$ cat src/rtl/tt_sweep_capture.sv
// ---------------------------------------------------------------------------
// tt_sweep_capture
//   Drives every input combination onto a combinational logic block and
//   records its single output per vector, building the measured truth table.
//   Each vector is held for SETTLE cycles and sampled in the following cycle,
//   so a vector costs SETTLE+1 cycles.
//
//   Optional build macro: TT_COMPARE_EN. It adds a reference table input and
//   match / mismatch-count outputs, which are evaluated when a sweep finishes.
//
// Ports
//   clk          rising-edge clock
//   rst_n        asynchronous active-low reset
//   start        sweep request, only looked at in IDLE
//   abort        synchronous abort; returns to IDLE from any state
//   dut_in       vector driven to the block (bit N_IN-1 = first block input)
//   dut_out      block output, settled within SETTLE cycles
//   busy         high in SETTLE, SAMPLE and DONE
//   done         one-cycle pulse at sweep completion
//   table_q      captured table; bit k = dut_out observed with dut_in == k
//   table_valid  table_q holds a complete sweep
//   expected     (TT_COMPARE_EN) reference table, latched when start is taken
//   match        (TT_COMPARE_EN) captured table equals the reference
//   mismatch_cnt (TT_COMPARE_EN) number of differing table bits
// ---------------------------------------------------------------------------

// One truth-table bit: cleared when a sweep launches, loaded when its vector
// is sampled, otherwise held (so an aborted sweep keeps its partial result).
module tt_sweep_cell (
  input  logic clk,
  input  logic rst_n,
  input  logic clr,
  input  logic cap,
  input  logic d,
  output logic q
);
  always_ff @(posedge clk or negedge rst_n) begin
    if (!rst_n)   q <= 1'b0;
    else if (clr) q <= 1'b0;
    else if (cap) q <= d;
  end
endmodule

module tt_sweep_capture #(
  parameter int N_IN   = 4,
  parameter int SETTLE = 2
) (
  input  logic                 clk,
  input  logic                 rst_n,
  input  logic                 start,
  input  logic                 abort,
  output logic [N_IN-1:0]      dut_in,
  input  logic                 dut_out,
  output logic                 busy,
  output logic                 done,
  output logic [2**N_IN-1:0]   table_q,
  output logic                 table_valid
`ifdef TT_COMPARE_EN
  ,
  input  logic [2**N_IN-1:0]   expected,
  output logic                 match,
  output logic [$clog2(2**N_IN):0] mismatch_cnt
`endif
);

  localparam int TBL_W = 2**N_IN;

  typedef enum logic [1:0] {S_IDLE, S_SETTLE, S_SAMPLE, S_DONE} state_t;

  localparam logic [N_IN-1:0] IDX_LAST = N_IN'(TBL_W - 1);
  localparam logic [3:0]      CNT_LAST = (SETTLE == 0) ? 4'd0 : 4'(SETTLE - 1);
  // With no settle time every vector goes straight to its sample cycle.
  localparam state_t          S_VEC    = (SETTLE == 0) ? S_SAMPLE : S_SETTLE;

  state_t          state, state_n;
  logic [N_IN-1:0] idx, idx_n;
  logic [3:0]      cnt, cnt_n;
  logic            launch;   // start accepted this cycle
  logic            capture;  // sample dut_out into table_q[idx]
  logic            finish;   // leaving DONE normally

  always_ff @(posedge clk or negedge rst_n) begin
    if (!rst_n) state <= S_IDLE;
    else        state <= state_n;
  end

  always_comb begin
    state_n = state;
    idx_n   = idx;
    cnt_n   = cnt;
    launch  = 1'b0;
    capture = 1'b0;
    finish  = 1'b0;
    if (abort) begin
      state_n = S_IDLE;
      idx_n   = '0;
      cnt_n   = '0;
    end else begin
      case (state)
        S_IDLE: begin
          if (start) begin
            launch  = 1'b1;
            idx_n   = '0;
            cnt_n   = '0;
            state_n = S_VEC;
          end
        end
        S_SETTLE: begin
          if (cnt == CNT_LAST) state_n = S_SAMPLE;
          else                 cnt_n   = cnt + 4'd1;
        end
        S_SAMPLE: begin
          capture = 1'b1;
          if (idx == IDX_LAST) begin
            state_n = S_DONE;
          end else begin
            idx_n   = idx + 1'b1;
            cnt_n   = '0;
            state_n = S_VEC;
          end
        end
        S_DONE: begin
          finish  = 1'b1;
          state_n = S_IDLE;
        end
        default: state_n = S_IDLE;
      endcase
    end
  end

  // Outputs are flops loaded from next-state values so they line up with the
  // state they describe and never see dut_out combinationally.
  always_ff @(posedge clk or negedge rst_n) begin
    if (!rst_n) begin
      idx         <= '0;
      cnt         <= '0;
      dut_in      <= '0;
      busy        <= 1'b0;
      done        <= 1'b0;
      table_valid <= 1'b0;
    end else begin
      idx    <= idx_n;
      cnt    <= cnt_n;
      busy   <= (state_n != S_IDLE);
      done   <= (state_n == S_DONE);
      dut_in <= (state_n == S_SETTLE || state_n == S_SAMPLE) ? idx_n : '0;
      if (launch)      table_valid <= 1'b0;
      else if (finish) table_valid <= 1'b1;
    end
  end

  for (genvar i = 0; i < TBL_W; i++) begin : g_cell
    tt_sweep_cell u_cell (
      .clk   (clk),
      .rst_n (rst_n),
      .clr   (launch),
      .cap   (capture && (idx == N_IN'(i))),
      .d     (dut_out),
      .q     (table_q[i])
    );
  end

`ifdef TT_COMPARE_EN
  localparam int CW = $clog2(TBL_W) + 1;

  logic [TBL_W-1:0] exp_q;
  logic [TBL_W-1:0] diff;
  logic [CW-1:0]    pop;

  always_comb begin
    diff = table_q ^ exp_q;
    pop  = '0;
    for (int i = 0; i < TBL_W; i++) pop = pop + CW'(diff[i]);
  end

  always_ff @(posedge clk or negedge rst_n) begin
    if (!rst_n) begin
      exp_q        <= '0;
      match        <= 1'b0;
      mismatch_cnt <= '0;
    end else if (launch) begin
      exp_q        <= expected;
      match        <= 1'b0;
      mismatch_cnt <= '0;
    end else if (finish) begin
      match        <= (table_q == exp_q);
      mismatch_cnt <= pop;
    end
  end
`endif

endmodule

$ cat config.mk
export PLATFORM = sky130hd
export DESIGN_NAME = tt_sweep_capture
export DESIGN_NICKNAME = d
export VERILOG_FILES = /design/src/rtl/tt_sweep_capture.sv
export SDC_FILE = /design/constraint.sdc
export NUM_CORES = 1
export LEC_CHECK = 0
export CORE_ASPECT_RATIO = 1.1
export CORE_MARGIN = 2
export CORE_UTILIZATION = 55
export CTS_CLUSTER_SIZE = 14
export DETAILED_ROUTE_END_ITERATION = 8
export HOLD_SLACK_MARGIN = 0.12
export PLACE_DENSITY = 0.8
export REMOVE_ABC_BUFFERS = 1
export SLEW_MARGIN = 0
export SYNTH_ARGS = -nofsm -noshare
export SYNTH_HDL_FRONTEND = slang
export SYNTH_SLANG_ARGS = --single-unit
$ cat constraint.sdc
create_clock -name clk -period 4.58 [get_ports clk]
set_input_delay 0.916 -clock clk [delete_from_list [all_inputs] [get_ports clk]]
set_output_delay 0.916 -clock clk [all_outputs]
set_load 0.1 [all_outputs]
After elaboration in Yosys (flattened, before gate mapping)
Cells that the tools add are included.
{"block": "classes", "n_reduce_logical": 39, "div": 0, "bitwise": 0, "n_mux": 56, "multipliers": 0, "n_shift": 0, "addsub": 2, "n_lt_le_gt_ge": 0, "n_eq_ne": 25}
{"op": "$mux W1", "count": 41}
{"op": "$reduce_bool A2 Y1", "count": 18}
{"op": "$eq A4 B4 Y1 const B", "count": 8}
{"op": "$mux W4", "count": 8}
{"op": "$eq A4 B3 Y1 const B", "count": 4}
{"op": "$logic_and A1 B1 Y1", "count": 16}
{"op": "$pmux W4 S3", "count": 1}
{"op": "$ne A3 B3 Y1 const B", "count": 3}
{"op": "$add A4 B1 Y4 const B", "count": 2}
{"op": "$eq A2 B2 Y1 const B", "count": 4}
{"op": "$eq A4 B1 Y1 const B", "count": 2}
{"op": "$eq A4 B2 Y1 const B", "count": 2}
{"op": "$mux W2", "count": 4}
{"op": "$pmux W2 S4", "count": 1}
{"op": "$pmux W4 S2", "count": 1}
{"op": "$eq A2 B1 Y1 const B", "count": 2}
{"op": "$logic_not A4 Y1", "count": 1}
{"op": "$reduce_and A4 Y1", "count": 1}
{"op": "$reduce_bool A4 Y1", "count": 1}
{"op": "$logic_not A2 Y1", "count": 1}
{"op": "$logic_or A1 B1 Y1", "count": 1}
{"block": "totals", "ff_bits": 33, "n_memories": 0, "inputBits": 5, "wordCells": 145, "mem_bits_ro": 0, "latch_bits": 0, "ramBits": 0, "out_inout_bits": 23}

Depth between registers and ports, before layout
Gate-level depths: netlist of run 1.
{"block": "logic_depth", "depth_word": 7, "ltp_mapped": 9, "mapped_depth_nobuf": 9}

Hierarchy
Synthesis of run 1 repeated with hierarchy kept, for this count alone.
{"block": "unflattened", "hier_cells": 166, "area_unflattened_um2": 1655.3}
{"module": "tt_sweep_capture", "cells_each": 118, "n_inst": 1, "area_per_inst_um2": 1034.7}
{"module": "tt_sweep_cell", "cells_each": 3, "n_inst": 16, "area_per_inst_um2": 38.8}

Worst setup path before layout of run 1
Ideal clock, no wire load.
{"block": "synth_timing", "path_kind": "input-to-reg", "from": "input port abort", "to": "register dut_in[1]", "path_buffers": 0, "t_arrival_ns": 1.963, "setup_slack_ns": 2.493, "setup_time_ns": 0.124, "required_ns": 4.456, "stages": 6, "cell_sequence": "and4bb_2 nand3_2 and2_1 ha_1 o211ai_1 nor2_1"}
{"block": "synth_between", "elab_chain_len": 4, "elab_cells_between_ends": 6}
{"item": "start, declared", "line": "51", "source": "input logic abort,"}
{"item": "$mux W2", "line": "94", "source": "if (abort) begin"}
{"item": "$eq A2 B1 Y1 or $eq A2 B2 Y1 (tied branches)", "line": "146", "source": "dut_in <= (state_n == S_SETTLE || state_n == S_SAMPLE) ? idx_n : '0;"}
{"item": "$logic_or A1 B1 Y1", "line": "146"}
{"item": "$mux W4 (*)", "line": "146"}
{"item": "end signal, assigned", "line": "146"}
{"item": "end, declared", "line": "52", "source": "output logic [N_IN-1:0] dut_in,"}
Mark *: on every way between the ends. The rest lies on a longest branch, timed or not.
A chain may end at the register's enable or synchronous reset.

Final worst setup path of run 1
{"block": "layout_timing", "from": "input port abort", "to": "register dut_in[3]"}
The elaborated chain is that of the path after synthesis.

==> results.md, run 1 <==
- Synth Register Bits: 33
- Post-synthesis mux area share: 0.0419
- Post-synth EDFFs: 0
- Unrepaired setup endpoints after global routing: false
- Final hold violations: 0
- TritonCTS Sinks: 33
- Lkg Pwr: about 0.95 nW
- Post-synthesis sequential area ratio: 0.425
- Via count: 1380
- Max Cap Viol: 0
- Power Dens Cells: approximately 300 mW/mm^2
- Cell Count, Final, Fillers Out: 253
- Vias/cell: around 5.5
- Yosys warns: 0
- Row count: 22
- Final Cycle Share: 0.610
- Post-synth top flop: dfrtp_1
- XOR/XNOR Fraction of Synth Area: 0
- Compound-Gate Fraction of Synth Area: 0.131
- Avg WL per Cell: approximately 14 um
- Yosys top cell area share: 0.425
- Max_slew headroom: 0.348
- Skew final: between 0.015 and 0.02 ns
- Post-synth cell types: 45
- CP Capture Type: register
- Highest net fanout along the worst path: 14
- Largest net degree at the start of global routing: 34
- Ant. Diodes: 0
- Critical path data required time: 4.81 ns
- Final min period: about 2.8 ns
- Area Overhead vs Synth: 12.8%
- Total setup buffers inserted after CTS: 0
- CTS Buf Count: 5
- Share of layout cells above drive strength 1: 0.132
- Most frequent cells in the layout: 33 x dfrtp_1, 27 x clkdlybuf4s50_1, 24 x nor2_1
- Final setup violation count: 0
- Simple-gate share of the synthesized area: 0.235
- Worst-margin pin slew: 0.975 ns
- TritonRoute pass-1 iters: 4
- Die width: about 61 um
- Global placement routability congestion: around 0.80
- Fraction of registers with async set or reset after synthesis: 1.00
- PortBufs: 27
- Cts hold-fix bufs: 0
- CP Class: in -> reg
- Grt total ovfl: 0
- Slew Limit Fails: 0
- F_max: 0.358 GHz
- Largest family of logic cells by synthesized area: simple AND/OR/NAND/NOR gates
- WP data arrival: 3.02 ns
- Nature of the critical path startpoint: input pin
- Total track usage: 0.205
- Cells after Synth: around 190
- Worst vdd ir: ~0.24 mV
- CTS tree: done
- Cell count after placement: approximately 250
- Core footprint: between 0.003 and 0.004 mm^2
- Initial Utilization: 0.578
- Detail Placement HPWL: ~2700 um
- Detail Route Antenna Nets: 0
- Clk buf depth: 2
- Clk slew on worst S/H paths: ~0.11 ns
- Layout Nets: approximately 220
- First-pass GRT wire length: 6030 um
- CTS H-tree lvls: 2
- Antenna violations before repair: 0
- Sequential cell area: a little over 800 um^2
- Clock root cell: clkbuf_4
- Die H: between 60 and 70 um
- Area contributors post-synth: dfrtp_1 43%, buf_4 7.3%, ha_1 5.8%
- Filler cells: 285
- Multi-input combinational cell area: 905 um^2
- Synthesized cell area: between 0.0015 and 0.002 mm^2
- Worst Hold Class: reg -> reg
- Status: finished clean
- Drt total wl: 3630 um
- Skew-Pair Late Insertion Delay: 0.34 ns
- Fin Setup TNS: 0 ns
- # DRC: 0
- Vias in the first global route: about 1.3k
- Synth Area in Adders: 0.0580
- Synth area leader: dfrtp_1
- Mean Syn Cell Area: 10.1 um^2
- Resize count post-CTS: 0
- Starting DRT DRC Count: 88
- Commonest non-fill, non-tap cell in the layout: dfrtp_1
- Top Ports: 28
- Total die area: roughly 0.0040 mm^2
final cells by class:
cell class / instances / area share
clock buffer: 7 / 0.0251
clock inverter: 1 / 0.0137
inverter: 10 / 0.0171
multi-input combinational: 126 / 0.413
sequential: 33 / 0.377
tap: 48 / 0.0274
timing repair buffer: 28 / 0.127
power breakdown:
group	total, mW	internal (mW)	leakage (nW)	switching [mW]
Sequential	0.322	0.301	0.457	0.0203
Combinational	0.120	0.0454	0.448	0.0743
Clock	0.228	0.130	0.0455	0.0972
stage by stage:
stage                     cell area [um^2]  utilization  hold slack, ns  total power [mW]  worst slack [ns]
after detailed placement              2110        0.627           0.515             0.447              1.46
after floorplan                       1770            -           0.491             0.410              2.47
after CTS                             2190        0.652           0.540             0.673              1.79
final                                 2190        0.652           0.536             0.669              1.79
after global routing                  2190        0.652           0.577             0.698              1.69
after global placement                2110        0.627           0.505             0.443              1.55
Yosys cell counts (4+ instances only):
cell type	n
dfrtp_1	33
buf_4	19
inv_1	8
nand2_1	14
a21oi_1	14
mux2i_1	7
o21ai_1	5
o21ai_0	8
nand2b_1	4
nor2_1	24
ha_1	9
nand3_1	4
routing by layer:
layer	vias up	routed length [um]	GRT usage
met5	-	0	0
met4	0	18	0.0652
met3	2	168	0.0470
met2	34	1980	0.352
met1	678	1470	0.251
li1	666	-	-
path summary, 6_finish.rpt:
check                      depth (start not counted)                  to  slack [ns]          startpoint
setup / recovery                                   6           dut_in[3]        1.79               abort
hold / removal                                     2  g_cell[0].u_cell.q        0.54  g_cell[0].u_cell.q
setup reg to reg                                   5           dut_in[3]        2.36            state[1]
hold reg to reg                                    2  g_cell[0].u_cell.q        0.54  g_cell[0].u_cell.q
max in group asynchronous                          2              cnt[3]        3.32               rst_n
min in group asynchronous                          2  g_cell[4].u_cell.q        0.96               rst_n
worst max-delay path, stage by stage:
cell and delay [ns]:
clkdlybuf4s50_1 0.69, and4bb_2 0.49, nand3_2 0.12, and2_1 0.22, ha_1 0.33, nor4b_2 0.25
registers in the layout, summed over array words and instances (netlist names):
| signal | cells |
|---|---|
| idx | 4 |
| busy | 1 |
| g_cell.u_cell.q | 16 |
| dut_in | 4 |
| cnt | 4 |
| state | 2 |
| done | 1 |
| table_valid | 1 |
cells by family (layout without fill, tap and decap cells):
| kind of cell | count (synthesis) | count (layout) |
|---|---|---|
| flops | 33 | 33 |
| fa+ha+maj | 9 | 9 |
| buf+inv | 33 | 46 |
| mux | 8 | 8 |
| simple gates | 69 | 69 |
| compound gates | 40 | 40 |
Note: power is estimated with default switching activity, not from simulation.
==> inputs of run 2 (changes only) <==
Settings changed: CORE_UTILIZATION 55 to 54, PLACE_DENSITY 0.8 to 0.78.
Clock period 4.58 ns to 2.9 ns, I/O delays scaled along.
==> results.md, run 2 (synthesis results as in run 1) <==
- Status: finished clean (unchanged)
- Final design utilization: 0.628 (was 0.652)
- Multi-input combinational cell area: 905 um^2 (unchanged)
- Initial Utilization: 0.574 (was 0.578)
- Via count: 1403 (was 1380)
- Total track usage: 0.205 (about the same)
- CTS H-tree lvls: 2 (unchanged)
- Starting DRT DRC Count: 69 (was 88)
- TritonRoute pass-1 iters: 6 (was 4)
- Avg WL per Cell: 14.2 um (was 14.4 um)
- Share of layout cells above drive strength 1: 0.252 (was 0.132)
- Sequential cell area: 826 um^2 (unchanged)
- PortBufs: 27 (unchanged)
- Highest net fanout along the worst path: 6 (was 14)
- Detail Placement HPWL: 2700 um (was 2680 um)
- Final setup violation count: 0 (unchanged)
- Total die area: 0.00409 mm^2 (was 0.00402 mm^2)
- Layout Nets: 219 (was 218)
- Hold Path Depth: 2 (unchanged)
- Final min period: between 2 and 2.5 ns
- Unrepaired setup endpoints after global routing: false (unchanged)
- Clock root cell: clkbuf_4 (unchanged)
- Critical path data required time: 3.14 ns (was 4.81 ns)
- Worst-margin pin slew: 0.645 ns (was 0.975 ns)
- Antenna violations before repair: 0 (unchanged)
- Most frequent cells in the layout: 33 x dfrtp_1, 25 x buf_4, 24 x nor2_1 (was 33 x dfrtp_1, 27 x clkdlybuf4s50_1, 24 x nor2_1)
- Top Ports: 28 (unchanged)
- Skew-Pair Late Insertion Delay: 0.33 ns (was 0.34 ns)
- Lkg Pwr: 0.999 nW (was 0.951 nW)
- WP data arrival: 2.40 ns (was 3.02 ns)
- Area Overhead vs Synth: 9.47% (was 12.8%)
- Power Dens Cells: 466 mW/mm^2 (was 305 mW/mm^2)
- CP Class: in -> reg (unchanged)
- TritonCTS Sinks: 33 (unchanged)
- Worst r2r path cells: 5 (unchanged)
- Resize count post-CTS: 0 (unchanged)
- CTS Buf Count: 5 (unchanged)
- Clk slew on worst S/H paths: 0.10 ns (was 0.11 ns)
- Final hold violations: 0 (unchanged)
- CTS tree: done (unchanged)
- Largest net degree at the start of global routing: 34 (unchanged)
- Die H: 66.9 um (was 66.3 um)
- Slew Limit Fails: 0 (unchanged)
- Cell Count, Final, Fillers Out: 254 (was 253)
- CP Capture Type: register (unchanged)
- Vias in the first global route: 1421 (was 1299)
- Worst vdd ir: 0.322 mV (was 0.244 mV)
- Vias/cell: 5.52 (was 5.45)
- Cts hold-fix bufs: 0 (unchanged)
- Cell count after placement: 246 (was 245)
- Die width: 61.2 um (was 60.7 um)
- Drt total wl: 3620 um (was 3630 um)
- Fin Setup TNS: 0 ns (unchanged)
- Nature of the critical path startpoint: input pin (unchanged)
- Max Cap Viol: 0 (unchanged)
- Row count: 22 (unchanged)
- Ant. Diodes: 0 (unchanged)
- Top reg by flops: g_cell.u_cell.q (unchanged)
- First-pass GRT wire length: 6180 um (was 6030 um)
- Core footprint: 0.00339 mm^2 (was 0.00336 mm^2)
- Skew final: 0.0109 ns (was 0.0169 ns)
- Max FFs per register: 16 (unchanged)
- Max_slew headroom: 0.570 (was 0.348)
- F_max: around 0.46 GHz
- Commonest non-fill, non-tap cell in the layout: dfrtp_1 (unchanged)
- # DRC: 0 (unchanged)
- Worst Hold Class: reg -> reg (unchanged)
- Grt total ovfl: 0 (unchanged)
- Global placement routability congestion: 0.821 (was 0.797)
- Detail Route Antenna Nets: 0 (unchanged)
- Clk buf depth: 2 (unchanged)
- Final Cycle Share: 0.746
- Filler cells: 295 (was 285)
- Total setup buffers inserted after CTS: 0 (unchanged)
-- run 2: changes by cell type in the layout (fill, tap and decap cells not counted) --
cell | previous run | this run
clkinv_2 | 0 | 1
clkbuf_8 | 1 | 2
clkdlybuf4s50_1 | 27 | 4
buf_4 | 1 | 25
bufinv_16 | 1 | 0
clkbuf_1 | 1 | 0
-- run 2: final cells by class --
| class | instances | share of cell area |
|---|---|---|
| multi-input combinational | 126 | 0.426 |
| inverter | 10 | 0.0177 |
| clock buffer | 7 | 0.0306 |
| tap | 48 | 0.0283 |
| timing repair buffer | 29 | 0.107 |
| sequential | 33 | 0.388 |
| clock inverter | 1 | 0.00235 |
-- run 2: final timing paths --
kind                                     from             endpoint  slack, ns
max                                     abort            dut_in[3]       0.74
min reg2reg                g_cell[1].u_cell.q   g_cell[1].u_cell.q       0.53
max in group asynchronous               rst_n   g_cell[1].u_cell.q       1.95
min                        g_cell[1].u_cell.q   g_cell[1].u_cell.q       0.53
max reg2reg                          state[1]            dut_in[3]       0.75
min in group asynchronous               rst_n  g_cell[14].u_cell.q       0.63
-- run 2: critical path, stage by stage --
cell and delay (ns):
clkdlybuf4s50_1 0.52, and4bb_2 0.41, nand3_2 0.13, and2_1 0.22, ha_1 0.32, nor4b_2 0.23
-- run 2: power by group --
part	total [mW]	switching [mW]	leakage [nW]	internal [mW]
Sequential	0.508	0.0326	0.457	0.476
Combinational	0.191	0.119	0.500	0.0712
Clock	0.292	0.152	0.0413	0.140
-- run 2: per-stage QoR --
| step | worst slack [ns] | hold WS, ns | instance area [um^2] | total power [mW] |
|---|---|---|---|---|
| 2_1_floorplan | 1.01 | 0.284 | 1770 | 0.648 |
| 3_3_place_gp | 0.442 | 0.503 | 2060 | 0.701 |
| 3_5_place_dp | 0.373 | 0.526 | 2060 | 0.708 |
| 4_1_cts | 0.730 | 0.546 | 2130 | 0.999 |
| 5_1_grt | 0.611 | 0.578 | 2130 | 1.04 |
| 6_report | 0.736 | 0.535 | 2130 | 0.991 |
-- run 2: layer usage --
layer | vias up | share of wire | global-route usage
met1 | 682 | 0.40 | 0.233
met2 | 40 | 0.53 | 0.352
met3 | 7 | 0.046 | 0.0563
li1 | 674 | - | -
met4 | 0 | 0.021 | 0.0842
met5 | - | 0 | 0
==> inputs of run 3 (changes only) <==
Clock period 2.9 ns to 2 ns, I/O delays scaled along.
==> results.md, run 3 (synthesis results as in run 1) <==
- CP Class: reg -> reg (was in -> reg)
- Met2 usage: 0.368 (was 0.352)
- Detail Route Antenna Nets: 0 (unchanged)
- Commonest non-fill, non-tap cell in the layout: buf_4 (was dfrtp_1)
- Design area: 0.00221 mm^2 (was 0.00213 mm^2)
- TritonCTS Sinks: 33 (unchanged)
- Drt total wl: 3720 um (was 3620 um)
- Skew-Pair Late Insertion Delay: 0.34 ns (was 0.33 ns)
- Placed instance area: 0.00215 mm^2 (was 0.00206 mm^2)
- Skew final: 0.0111 ns (was 0.0109 ns)
- Total die area: 0.00409 mm^2 (unchanged)
- CP Capture Type: register (unchanged)
- Total track usage: 0.206 (was 0.205)
- Final Power: 1.40 mW (was 0.991 mW)
- Max FFs per register: 16 (unchanged)
- Top reg by flops: g_cell.u_cell.q (unchanged)
- Layout Nets: 232 (was 219)
- R2r startpoint: idx[0] (was state[1])
- Worst Hold Class: in -> async (was reg -> reg)
- PortBufs: 27 (unchanged)
- CTS H-tree lvls: 2 (unchanged)
- Slew Limit Fails: 0 (unchanged)
- Detail Placement HPWL: 2780 um (was 2700 um)
- TritonRoute pass-1 iters: 4 (was 6)
- Highest net fanout along the worst path: 8 (was 6)
- Avg WL per Cell: 13.9 um (was 14.2 um)
- Cts hold-fix bufs: 0 (unchanged)
- Lkg Pwr: 1.05 nW (was 0.999 nW)
- Grt peak-use layer: met2 (unchanged)
- Max Cap Viol: 0 (unchanged)
- Total setup buffers inserted after CTS: 0 (unchanged)
- Final Cycle Share: 0.926
- Internal reg-to-reg setup slack: 0.15 ns (was 0.75 ns)
- Die width: 61.2 um (unchanged)
- Row count: 22 (unchanged)
- Unrepaired setup endpoints after global routing: false (unchanged)
- Vias/cell: 5.25 (was 5.52)
- Dpl ws: -0.139 ns (was 0.373 ns)
- Global placement routability congestion: 0.845 (was 0.821)
- Critical path data required time: 2.26 ns (was 3.14 ns)
- Min setup slack post-route: 0.147 ns (was 0.736 ns)
- Resize count post-CTS: 0 (unchanged)
- Largest net degree at the start of global routing: 34 (unchanged)
- Top Ports: 28 (unchanged)
- Clock root cell: clkbuf_4 (unchanged)
- Worst r2r path cells: 7 (was 5)
- CTS Buf Count: 5 (unchanged)
- First-pass GRT wire length: 6160 um (was 6180 um)
- Status: finished clean (unchanged)
- Via count: 1403 (unchanged)
- Starting DRT DRC Count: 98 (was 69)
- Worst vdd ir: 0.453 mV (was 0.322 mV)
- Ant. Diodes: 0 (unchanged)
- Clk buf depth: 2 (unchanged)
- Max_slew headroom: 0.625 (was 0.570)
- # DRC: 0 (unchanged)
- Initial Utilization: 0.574 (unchanged)
- Vias in the first global route: 1424 (was 1421)
- Hold_ws: 0.453 ns (was 0.535 ns)
- Clk slew on worst S/H paths: 0.10 ns (about the same)
- Final hold violations: 0 (unchanged)
- Nature of the critical path startpoint: register (was input pin)
- Final setup violation count: 0 (unchanged)
- CTS tree: done (unchanged)
- Most frequent cells in the layout: 38 x buf_4, 33 x dfrtp_1, 24 x nor2_1 (was 33 x dfrtp_1, 25 x buf_4, 24 x nor2_1)
- Final min period: between 1.5 and 2 ns
- F_max: about 0.54 GHz
- Core footprint: 0.00339 mm^2 (unchanged)
- WP data arrival: 2.11 ns (was 2.40 ns)
- Grt total ovfl: 0 (unchanged)
- Met3 Use GR: 0.0524 (was 0.0563)
- Power Dens Cells: 634 mW/mm^2 (was 466 mW/mm^2)
- Met1 Use GR: 0.234 (was 0.233)
- Worst-margin pin slew: 0.560 ns (was 0.645 ns)
- Filler cells: 294 (was 295)
- Worst R2R End: dut_in[1] (was dut_in[3])
- Share of layout cells above drive strength 1: 0.288 (was 0.252)
- Antenna violations before repair: 0 (unchanged)
- Fin Setup TNS: 0 ns (unchanged)
- Crit. Startpoint: idx[0] (was abort)
- Die H: 66.9 um (unchanged)
- Area Overhead vs Synth: 13.7% (was 9.47%)
- Worst setup path endpoint: dut_in[1] (was dut_in[3])
-- run 3: changes by cell type in the layout (fill, tap and decap cells not counted), sizes merged --
cell    delta
buf       +13
clkbuf     +1
clkinv     -1
-- run 3: critical path: stages (launching register included) --
cell,delay (ns)
dfrtp_1,0.51
ha_1,0.20
and4bb_2,0.25
nand3_2,0.08
and2_1,0.16
ha_1,0.31
o211ai_1,0.12
nor2_1,0.14
-- run 3: metrics by stage --
step	utilization	std cells
6_report	0.652	267
5_1_grt	0.652	267
4_1_cts	0.650	267
3_5_place_dp	0.636	259
3_3_place_gp	0.636	259
2_1_floorplan	-	169
-- run 3: per-layer routing --
layer / vias to the layer above / wire length [um]
met5: - / 0
met3: 7 / 126
met4: 0 / 58
li1: 702 / -
met1: 667 / 1600
met2: 27 / 1930
-- run 3: area by class of cell --
| cell class | count | area (um^2) | share of cell area |
|---|---|---|---|
| flip-flops and latches | 33 | 826 | 0.374 |
| repair buffers | 42 | 325 | 0.147 |
| clock buffers | 8 | 48.8 | 0.0221 |
| well taps | 48 | 60.1 | 0.0272 |
| inverters | 10 | 37.5 | 0.0170 |
| multi-input cells | 126 | 910 | 0.412 |
-- run 3: worst min path at each step --
stage                     cells after the start  slack (ns)           startpoint                   to
after floorplan                               0        0.10                rst_n                 busy
after global placement                        1        0.51               cnt[3]               cnt[3]
after detailed placement                      2        0.53  g_cell[15].u_cell.q  g_cell[15].u_cell.q
after CTS                                     2        0.45                rst_n  g_cell[13].u_cell.q
after global routing                          2        0.49                rst_n  g_cell[13].u_cell.q
final                                         2        0.45                rst_n  g_cell[13].u_cell.q
-- run 3: power by group --
group          switching [mW]  internal, mW  leakage [nW]
combinational           0.196         0.132         0.568
clock                   0.214         0.140        0.0265
sequential             0.0276         0.690         0.457
total                   0.437         0.963          1.05
